==> config.mk <==
export PLATFORM = sky130hd
export DESIGN_NAME = shift_unit_seq
export DESIGN_NICKNAME = d
export VERILOG_FILES = /design/src/rtl/shift_unit_seq_pkg.sv /design/src/rtl/shift_unit_seq.sv
export SDC_FILE = /design/constraint.sdc
export NUM_CORES = 1
export LEC_CHECK = 0
export BUFFER_PORTS_ARGS = -buffer_cell sky130_fd_sc_hd__buf_2
export CAP_MARGIN = 10
export CORE_UTILIZATION = 50
export CTS_CLUSTER_SIZE = 40
export DETAILED_ROUTE_END_ITERATION = 7
export GPL_TIMING_DRIVEN = 0
export PLACE_DENSITY = 0.76
export SETUP_SLACK_MARGIN = 0.1
export SYNTH_ARGS = -nofsm -noshare
export SYNTH_HDL_FRONTEND = slang
export SYNTH_SLANG_ARGS = --single-unit
==> constraint.sdc <==
create_clock -name Clock -period 2.6 [get_ports Clock]
set_input_delay 0.52 -clock Clock [delete_from_list [all_inputs] [get_ports Clock]]
set_output_delay 0.52 -clock Clock [all_outputs]
set_load 0.05 [all_outputs]
==> src/rtl/shift_unit_seq_pkg.sv <==
// Shared CPU definitions used by the iterative shifter: ALU op codes, data width
// and the shifter FSM state encoding.
package shift_unit_seq_pkg;

  localparam logic [2:0] OP_SLL = 3'b110;
  localparam logic [2:0] OP_SRA = 3'b111;

  localparam int WIDTH = 16;
  localparam int SHW   = 4;

  typedef enum logic [1:0] {
    ST_IDLE  = 2'b00,
    ST_SHIFT = 2'b01,
    ST_DONE  = 2'b10
  } state_t;

endpackage

==> src/rtl/shift_unit_seq.sv <==
// One-bit-per-clock SLL/SRA shifter for the ALU result mux.
// Start/Busy/Done handshake lets control stall while a shift is in flight.
//
//   state    | meaning
//   ---------+----------------------------------------------------------
//   ST_IDLE  | waiting for Start; results hold the last computed values
//   ST_SHIFT | shifting one bit per edge; count holds edges still to go
//   ST_DONE  | one-cycle result-valid pulse; a new Start is accepted here
module shift_unit_seq
  import shift_unit_seq_pkg::*;
#(
  parameter int WIDTH = shift_unit_seq_pkg::WIDTH,
  parameter int SHW   = shift_unit_seq_pkg::SHW
) (
  input  logic             Clock,
  input  logic             Reset,
  input  logic             Start,
  input  logic [WIDTH-1:0] A,
  input  logic [SHW-1:0]   ShAmt,
  output logic [WIDTH-1:0] SLL_Out,
  output logic [WIDTH-1:0] SRA_Out,
  output logic             Busy,
  output logic             Done
);

  state_t           state, state_nxt;
  logic [WIDTH-1:0] sll_q, sll_nxt;
  logic [WIDTH-1:0] sra_q, sra_nxt;
  logic [SHW-1:0]   count_q, count_nxt;

  always_ff @(posedge Clock) begin
    if (Reset) begin
      state   <= ST_IDLE;
      sll_q   <= '0;
      sra_q   <= '0;
      count_q <= '0;
    end else begin
      state   <= state_nxt;
      sll_q   <= sll_nxt;
      sra_q   <= sra_nxt;
      count_q <= count_nxt;
    end
  end

  always_comb begin
    state_nxt = state;
    sll_nxt   = sll_q;
    sra_nxt   = sra_q;
    count_nxt = count_q;
    case (state)
      ST_IDLE, ST_DONE: begin
        if (Start) begin
          sll_nxt   = A;
          sra_nxt   = A;
          count_nxt = ShAmt;
          state_nxt = (ShAmt == '0) ? ST_DONE : ST_SHIFT;
        end else begin
          state_nxt = ST_IDLE;
        end
      end
      ST_SHIFT: begin
        sll_nxt   = {sll_q[WIDTH-2:0], 1'b0};
        sra_nxt   = {sra_q[WIDTH-1], sra_q[WIDTH-1:1]};
        count_nxt = count_q - 1'b1;
        // Leaving at count==1 means count is never decremented past zero.
        if (count_q == SHW'(1)) state_nxt = ST_DONE;
      end
      default: state_nxt = ST_IDLE;
    endcase
  end

  assign SLL_Out = sll_q;
  assign SRA_Out = sra_q;
  assign Busy    = (state == ST_SHIFT);
  assign Done    = (state == ST_DONE);

endmodule

==> results.py, run 1 <==
metrics = {
    "detailed_routing": {
        "viasPerCell": 5.55,
        "vias": 1682,
        "drtPass1Iterations": 4,
        "drt-total-wl_um": 4160,
        "wl_per_cell_um": 13.7,
        "remaining_drc_errors": 0,
        "drt_iter0_drc": 106,
        "antenna_left": 0,
    },
    "sta": {
        "worst_clock_skew_ns": 0.00927,
        "final-setup-viol-count": 0,
        "worst_pin_slew_ns": 0.498,
        "slew_violations": 0,
        "fin_crit_sh": 0.803,
        "tns_ns": 0,
        "finalHoldViolations": 0,
        "slew-limit-headroom": 0.668,
        "max_freq_mhz": 479,
        "final.min_clock_period_ns": 2.09,
        "whs_ns": 0.434,
        "rsz0062_at_grt": "false",
    },
    "grt": {
        "grt_max_degree": 11,
        "antenna_found_initial": 0,
        "grt_pass1_wl_um": 6960,
        "overflow": 0,
        "grt_pass1_vias": 1467,
        "grt_usage": 0.270,
    },
    "die": {
        "initial_core_util": 0.526,
        "coreArea_um2": 3050,
        "ios": 57,
        "dieArea_um2": 3440,
        "die_y_um": 58.7,
        "die_x_um": 58.7,
        "rows": 20,
    },
    "cells_and_area": {
        "final_nets": 284,
        "area_growth_pct": 23.4,
        "drive_above_1_share": 0.290,
        "final_core_util": 0.649,
        "diodes": 0,
    },
    "flow_run": {
        "max_cap_violations": 0,
    },
    "synthesis": {
        "seq_area_frac_synth": 0.474,
        "synth_cell_type_count": 25,
        "synth_cells": 197,
        "synth_fp_nets": 222,
        "synth-seq-cells": 38,
        "syn_area_per_cell_um2": 8.15,
        "synth_warnings": 0,
        "syn_area_um2": 1610,
    },
    "clocking": {
        "cts_tree": "done",
        "cts_sinks": 38,
        "clockBufferDepth": 2,
        "cts.repair.resized": 0,
        "clk_pin_slew_ns": 0.11,
        "cts_hold_repair.buffers": 0,
        "clock_latency_ns": 0.35,
        "cts-htree-levels": 2,
        "cts_setup_buffers": 0,
        "clock-root-buffer": "clkbuf_4",
        "numCtsBuffers": 5,
    },
    "worst_setup_path": {
        "worstSetupPathType": "reg -> out",
        "crit_arrival_ns": 1.57,
        "critPathLaunchType": "flip-flop",
        "crit_fanout": 10,
        "critPathRequiredTime_ns": 2.08,
        "end_kind": "output port",
    },
    "power": {
        "leakage_uw": 0.000839,
        "p_per_area_nw_per_um2": 681,
        "irDropWorstVdd_uv": 375,
    },
    "placement": {
        "dpl.hpwl_um": 2980,
        "gp_congestion": 0.842,
        "port_buffers": 55,
    },
    "worst_hold_path": {
        "hp-class": "in -> reg",
    },
    "run_status": {
        "status": "finished clean",
    },
}
==> critical path, stage by stage (launching register included) <==
cell      delay [ns]
dfxtp_1         0.32
nand2b_1        0.15
buf_6           0.14
inv_2           0.06
buf_6           0.13
buf_6           0.15
buf_2           0.27
==> per-stage QoR <==
stage / setup slack (ns) / cell area [µm²] / instances / power [µW]
6_report: 0.511 / 1980 / 303 / 1350
5_1_grt: 0.412 / 1980 / 303 / 1420
4_1_cts: 0.510 / 1980 / 303 / 1350
3_5_place_dp: 0.895 / 1940 / 296 / 1070
3_3_place_gp: 0.919 / 1940 / 296 / 1070
2_1_floorplan: 1.07 / 1610 / 197 / 970
==> power breakdown <==
| part | total [µW] | internal [µW] | leakage (µW) | switching, µW |
|---|---|---|---|---|
| clock | 289 | 102 | 0.0000254 | 187 |
| combinational | 393 | 111 | 0.000500 | 282 |
| sequential | 667 | 631 | 0.000313 | 36.4 |
==> state kept, by name, indices dropped and copies added (netlist names) <==
name,count
SRA_Out,16
count_q,4
SLL_Out,16
state,2
==> synthesized netlist by cell type <==
master | n | area [µm²]
a2111oi_2 | 1 | 15.0
a211oi_1 | 1 | 7.51
a21oi_1 | 5 | 25.0
a22oi_1 | 1 | 7.51
a31oi_1 | 31 | 194
a32oi_1 | 1 | 8.76
and3_1 | 1 | 6.26
buf_2 | 5 | 25.0
buf_4 | 2 | 15.0
buf_6 | 4 | 45.0
clkbuf_1 | 7 | 26.3
dfxtp_1 | 38 | 761
ha_1 | 2 | 25.0
inv_1 | 2 | 7.51
inv_2 | 1 | 3.75
nand2_1 | 47 | 176
nand2b_1 | 2 | 12.5
nand3_1 | 33 | 165
nor2_1 | 4 | 15.0
nor2b_1 | 2 | 12.5
nor3_1 | 2 | 10.0
nor4_1 | 1 | 6.26
nor4_2 | 1 | 12.5
o21ba_2 | 1 | 10.0
or3_1 | 2 | 12.5
==> path summary, 6_finish.rpt <==
path	from	endpoint	slack, ns	cells after the start
worst max register to register	state[1]$_SDFFE_PP0P_	SRA_Out[8]$_SDFFE_PP0P_	1.19	5
worst min register to register	SRA_Out[15]$_SDFFE_PP0P_	SRA_Out[15]$_SDFFE_PP0P_	0.49	2
worst min-delay path	A[0]	SLL_Out[0]$_SDFFE_PP0P_	0.43	3
worst max-delay path	state[1]$_SDFFE_PP0P_	Busy	0.51	6
==> logic make-up after synthesis <==
group           count (synthesis)  share of synthesized area
flops                          38                      0.474
compound gates                 41                      0.167
buf+inv                        21                     0.0764
fa+ha+maj                       2                     0.0156
simple gates                   95                      0.267
==> layout make-up <==
type	instances	area, µm²
repair buffers	55	275
well taps	44	55.1
plain buffers	18	111
fillers	302	1070
inverters	3	11.3
flip-flops and latches	38	761
multi-input cells	138	722
clock buffers	7	45.0
==> placed cells by master (no fill, tap or decap) <==
master,count
and3_1,1
a32oi_1,1
nand3_1,33
clkbuf_1,9
ha_1,2
a2111oi_2,1
nor2_1,4
nor4_2,1
clkbuf_4,5
dfxtp_1,38
nor4_1,1
o21ba_2,1
a22oi_1,1
nand2b_1,2
nand2_1,47
nor3_1,2
inv_1,2
a31oi_1,31
a21oi_1,5
inv_2,1
or3_1,2
nor2b_1,2
buf_4,2
buf_2,60
buf_6,4
a211oi_1,1
==> routing by layer <==
metal,GRT usage,vias up,wire (µm)
li1,-,822,-
met1,0.383,791,2020
met2,0.401,62,1830
met3,0.0791,7,263
met4,0.0714,0,43
met5,0,-,0
No activity file was read; power rests on OpenSTA's default activity.
==> inputs of run 2 (changes only) <==
--- a/config.mk
+++ b/config.mk
@@ -7,11 +7,11 @@
 export LEC_CHECK = 0
 export BUFFER_PORTS_ARGS = -buffer_cell sky130_fd_sc_hd__buf_2
 export CAP_MARGIN = 10
-export CORE_UTILIZATION = 50
+export CORE_UTILIZATION = 48
 export CTS_CLUSTER_SIZE = 40
 export DETAILED_ROUTE_END_ITERATION = 7
 export GPL_TIMING_DRIVEN = 0
-export PLACE_DENSITY = 0.76
+export PLACE_DENSITY = 0.73
 export SETUP_SLACK_MARGIN = 0.1
 export SYNTH_ARGS = -nofsm -noshare
 export SYNTH_HDL_FRONTEND = slang
==> constraint.sdc (replaced) <==
create_clock -name Clock -period 1.95 [get_ports Clock]
set_input_delay 0.39 -clock Clock [delete_from_list [all_inputs] [get_ports Clock]]
set_output_delay 0.39 -clock Clock [all_outputs]
set_load 0.05 [all_outputs]
==> run 2 against run 1 <==
  * Sequential share of layout area fell by 1.4 points
  * Power rose by 40%
  * Flip-flop and latch count did not move
  * Via count rose by 2.4%
  * Worst hold slack got worse by 0.13 ns
  * Critical endpoint unchanged
  * Highest routed layer unchanged
==> results.py, run 2 (same netlist as run 1, synthesis figures left out) <==
metrics = {
    "run_status": {
        "status": "finished clean",
    },
    "worst_hold_path": {
        "hp-class": "in -> reg",
    },
    "cells_and_area": {
        "final_cell_mix": "buf_2, nand2_1, dfxtp_1",
        "num-fill-cells": 312,
        "area_growth_pct": 28.3,
        "finalInstanceArea_um2": 2060,
        "drive_above_1_share": 0.316,
        "final_nets": 290,
        "multiInputGateArea_um2": 722,
        "diodes": 0,
        "seqCellArea_um2": 762,
        "final_common_cell": "buf_2",
    },
    "power": {
        "p_sw_uw": 698,
        "seq_power_share": 0.472,
        "power_frac_comb": 0.294,
        "power.internal_uw": 1190,
        "p_per_area_nw_per_um2": 916,
        "p_clk_frac": 0.233,
        "leakage_uw": 0.000885,
        "irDropWorstVdd_uv": 487,
        "swShare": 0.370,
    },
    "placement": {
        "gp_congestion": 0.792,
        "port_buffers": 55,
        "postPlaceCellArea_um2": 1940,
        "dpl.hpwl_um": 3040,
    },
    "die": {
        "rows": 20,
        "coreArea_um2": 3100,
        "die_x_um": 59.8,
        "dieArea_um2": 3580,
        "die_y_um": 59.8,
        "initial_core_util": 0.517,
        "ios": 57,
    },
    "worst_setup_path": {
        "worst-path-buf-inv": 5,
        "path_cells": "nand2b_1, buf_6, inv_2, buf_8, buf_8, buf_8",
        "crit_path_max_incr_delay_ns": 0.32,
        "end_kind": "output port",
        "slowest_stage": "dfxtp_1",
        "critPathLaunchType": "flip-flop",
        "worstSetupPathType": "reg -> out",
        "critPathRequiredTime_ns": 1.56,
        "critical_path.top_delay_family": "buffers and inverters",
        "crit_arrival_ns": 1.38,
        "crit_top_cell": "buf_8",
        "crit_fanout": 9,
    },
    "sta": {
        "rsz0062_at_grt": "false",
        "max_freq_mhz": 564,
        "final-setup-viol-count": 0,
        "fin_crit_sh": 0.909,
        "tns_ns": 0,
        "slew-limit-headroom": 0.670,
        "worst_pin_slew_ns": 0.495,
        "worst_clock_skew_ns": 0.00886,
        "slew_violations": 0,
        "finalHoldViolations": 0,
        "final.min_clock_period_ns": 1.77,
    },
    "clocking": {
        "cts_hold_repair.buffers": 0,
        "numCtsBuffers": 5,
        "cts_tree": "done",
        "clock-root-buffer": "clkbuf_4",
        "clock_latency_ns": 0.35,
        "cts_sinks": 38,
        "clk_pin_slew_ns": 0.12,
        "cts-htree-levels": 2,
        "clockBufferDepth": 2,
    },
    "grt": {
        "grt.met3_usage": 0.0736,
        "grt_max_degree": 12,
        "use_met2": 0.413,
        "grt_usage": 0.268,
        "antenna_found_initial": 0,
        "top_usage_layer": "met2",
        "grt_pass1_vias": 1513,
        "gr-usage-met1": 0.358,
        "grt_pass1_wl_um": 7090,
        "overflow": 0,
    },
    "detailed_routing": {
        "drt_iter0_drc": 145,
        "remaining_drc_errors": 0,
        "antenna_left": 0,
        "wl_per_cell_um": 14.0,
        "drt-total-wl_um": 4340,
        "vias": 1722,
        "viasPerCell": 5.55,
        "drtPass1Iterations": 4,
    },
    "flow_run": {
        "max_cap_violations": 0,
    },
}
==> run 2: changes by cell type in the layout (fill, tap and decap cells not counted), sizes merged <==
| cell | before | now |
|---|---|---|
| clkinv | 0 | 1 |
| buf | 66 | 72 |
==> run 2: what timing repair did <==
action / CTS / global route
gates resized for setup: 4 / 2
buffers inserted: 0 / 6
setup endpoints to repair: 1 / 1
==> run 2: metal layers <==
layer	wire length [µm]	up-vias
li1	-	837
met3	291	4
met5	0	-
met4	46	0
met2	1980	64
met1	2020	817
==> run 2: final timing paths <==
path / depth (start not counted) / slack [ns] / start / end
setup / recovery: 6 / 0.18 / state[1]$_SDFFE_PP0P_ / Busy
hold / removal: 3 / 0.31 / A[0] / SLL_Out[0]$_SDFFE_PP0P_
setup reg to reg: 4 / 0.54 / state[0]$_SDFFE_PP0P_ / SLL_Out[12]$_SDFFE_PP0P_
hold reg to reg: 2 / 0.49 / SRA_Out[15]$_SDFFE_PP0P_ / SRA_Out[15]$_SDFFE_PP0P_
==> run 2: tightest hold or removal path, stage by stage <==
cell	delay (ns)
buf_2	0.09
nand2_1	0.06
a21oi_1	0.06
==> run 2: per-stage QoR <==
stage	setup WS [ns]	power (µW)	util	hold WS (ns)	instances
after floorplan	0.551	1290	-	0.470	197
after global placement	0.372	1430	0.624	0.465	296
after detailed placement	0.388	1430	0.624	0.469	296
after CTS	0.107	1860	0.648	0.301	304
after global routing	0.116	1970	0.664	0.312	310
final	0.177	1890	0.664	0.306	310
==> run 2: final cells by class <==
class                      count  share of cell area
timing repair buffer          61               0.160
sequential                    38               0.370
buffer                        18              0.0577
inverter                       3             0.00547
clock inverter                 1             0.00243
tap                           44              0.0267
clock buffer                   7              0.0267
multi-input combinational    138               0.351
==> run 2: power by group through the flow <==
stage                     clock, µW  sequential, µW  combinational [µW]
after floorplan                   0            1070                 220
after global placement            0             906                 520
after detailed placement          0             907                 523
after CTS                       443             890                 532
after global routing            474             901                 600
final                           440             891                 555
==> inputs of run 3 (changes only) <==
--- a/config.mk
+++ b/config.mk
@@ -12,6 +12,7 @@
 export DETAILED_ROUTE_END_ITERATION = 7
 export GPL_TIMING_DRIVEN = 0
 export PLACE_DENSITY = 0.73
+export RECOVER_POWER = 100
 export SETUP_SLACK_MARGIN = 0.1
 export SYNTH_ARGS = -nofsm -noshare
 export SYNTH_HDL_FRONTEND = slang
==> run 3 against run 2 <==
  * Worst hold slack improved by 0.00067 ns
  * Critical path depth unchanged
  * Clock power about the same
  * Sequential power about the same
==> results.py, run 3 (same netlist as run 1, synthesis figures left out) <==
metrics = {
    "grt": {
        "overflow": 0,
        "antenna_found_initial": 0,
        "grt_pass1_vias": 1513,
        "grt_pass1_wl_um": 7090,
        "grt_max_degree": 12,
        "grt_usage": 0.268,
    },
    "detailed_routing": {
        "antenna_left": 0,
        "viasPerCell": 5.53,
        "remaining_drc_errors": 0,
        "vias": 1715,
        "wl_per_cell_um": 14.0,
        "drt-total-wl_um": 4330,
        "drtPass1Iterations": 4,
        "drt_iter0_drc": 129,
    },
    "placement": {
        "port_buffers": 55,
        "gp_congestion": 0.792,
        "dpl.hpwl_um": 3040,
    },
    "die": {
        "die_y_um": 59.8,
        "rows": 20,
        "die_x_um": 59.8,
        "ios": 57,
        "initial_core_util": 0.517,
        "dieArea_um2": 3580,
        "coreArea_um2": 3100,
    },
    "clocking": {
        "clock_latency_ns": 0.35,
        "clk_pin_slew_ns": 0.11,
        "cts_sinks": 38,
        "clockBufferDepth": 2,
        "clock-root-buffer": "clkbuf_4",
        "cts-htree-levels": 2,
        "numCtsBuffers": 5,
        "cts_tree": "done",
    },
    "sta": {
        "max_freq_mhz": 566,
        "slew-limit-headroom": 0.598,
        "worst_clock_skew_ns": 0.00901,
        "fin_crit_sh": 0.907,
        "finalHoldViolations": 0,
        "final.min_clock_period_ns": 1.77,
        "slew_violations": 0,
        "worst_pin_slew_ns": 0.605,
        "rsz0062_at_grt": "false",
        "final-setup-viol-count": 0,
        "tns_ns": 0,
    },
    "cells_and_area": {
        "area_growth_pct": 25.2,
        "final_common_cell": "nand2_1",
        "final_nets": 290,
        "final_core_util": 0.648,
        "num-fill-cells": 327,
        "multiInputGateArea_um2": 716,
        "seqCellArea_um2": 761,
        "drive_above_1_share": 0.180,
        "final_cell_mix": "nand2_1, clkbuf_1, dfxtp_1",
        "diodes": 0,
    },
    "worst_setup_path": {
        "critPathLaunchType": "flip-flop",
        "slowest_stage": "dfxtp_1",
        "crit_top_cell": "buf_8",
        "path_depth": 6,
        "path_cells": "nand2b_1, buf_6, inv_2, buf_8, buf_8, buf_8",
        "ff2ff_setup_slack_ns": 0.49,
        "critPathRequiredTime_ns": 1.56,
        "crit_arrival_ns": 1.38,
        "critical_path.top_delay_family": "buffers and inverters",
        "worst-path-buf-inv": 5,
        "worstSetupPathType": "reg -> out",
        "critPathLaunch": "state[1]$_SDFFE_PP0P_",
        "crit_path_end": "Busy",
        "crit_fanout": 9,
        "worst_r2r_path_depth": 4,
        "r2r-start": "state[0]$_SDFFE_PP0P_",
        "crit_path_max_incr_delay_ns": 0.32,
        "end_kind": "output port",
        "rr_endpoint": "count_q[2]$_SDFFE_PP0P_",
    },
    "power": {
        "p_per_area_nw_per_um2": 929,
        "leakage_uw": 0.000749,
        "finalPower_uw": 1870,
        "irDropWorstVdd_uv": 485,
    },
    "worst_hold_path": {
        "min_delay_path_depth": 3,
        "hp-class": "in -> reg",
    },
    "run_status": {
        "status": "finished clean",
    },
    "flow_run": {
        "max_cap_violations": 0,
    },
}
[run 3: timing repair]
action                                  4_1_cts  5_1_grt
setup buffers                                 0        6
hold buffers                                  0        0
gates cloned                                  0        0
endpoints found under the hold margin         0        0
gates resized for setup                       4        2
endpoints found under the setup margin        1        1
[run 3: worst min path at each step]
| stage | startpoint | slack (ns) | end |
|---|---|---|---|
| finish | A[0] | 0.31 | SLL_Out[0]$_SDFFE_PP0P_ |
| global route | A[0] | 0.31 | SLL_Out[0]$_SDFFE_PP0P_ |
| CTS | A[0] | 0.30 | SLL_Out[0]$_SDFFE_PP0P_ |
| detailed placement | SRA_Out[15]$_SDFFE_PP0P_ | 0.47 | SRA_Out[15]$_SDFFE_PP0P_ |
| global placement | SRA_Out[15]$_SDFFE_PP0P_ | 0.46 | SRA_Out[15]$_SDFFE_PP0P_ |
| floorplan | count_q[0]$_SDFFE_PP0P_ | 0.47 | count_q[0]$_SDFFE_PP0P_ |
[run 3: metrics by stage]
stage                     area, µm²  setup WS (ns)  hold slack [ns]  std cells
after floorplan                1610          0.551            0.470        197
after global placement         1940          0.372            0.465        296
after detailed placement       1940          0.388            0.469        296
after CTS                      2010          0.107            0.301        304
after global routing           2010         0.0993            0.312        310
final                          2010          0.182            0.307        310
[run 3: area by class of cell]
cell class                      count  share of cell area
Multi-Input combinational cell    138               0.356
Clock inverter                      1             0.00249
Clock buffer                        7              0.0274
Inverter                            3             0.00560
Sequential cell                    38               0.379
Timing Repair Buffer               61               0.144
Buffer                             18              0.0585
Tap cell                           44              0.0274
[run 3: per-layer routing]
layer | track usage | up-vias | part of all wire
li1 | - | 838 | -
met1 | 0.358 | 812 | 0.47
met2 | 0.413 | 63 | 0.45
met3 | 0.0736 | 2 | 0.077
met4 | 0.0930 | 0 | 0.0055
met5 | 0 | - | 0
[run 3: tightest hold or removal path, cell delays in order]
cell     delay, ns
buf_2         0.09
nand2_1       0.06
a21oi_1       0.06
[run 3: power by group]
| part | switching [µW] | total, µW | internal (µW) |
|---|---|---|---|
| logic | 380 | 535 | 155 |
| registers | 50.8 | 892 | 841 |
| clock network | 265 | 440 | 175 |
| total | 696 | 1870 | 1170 |
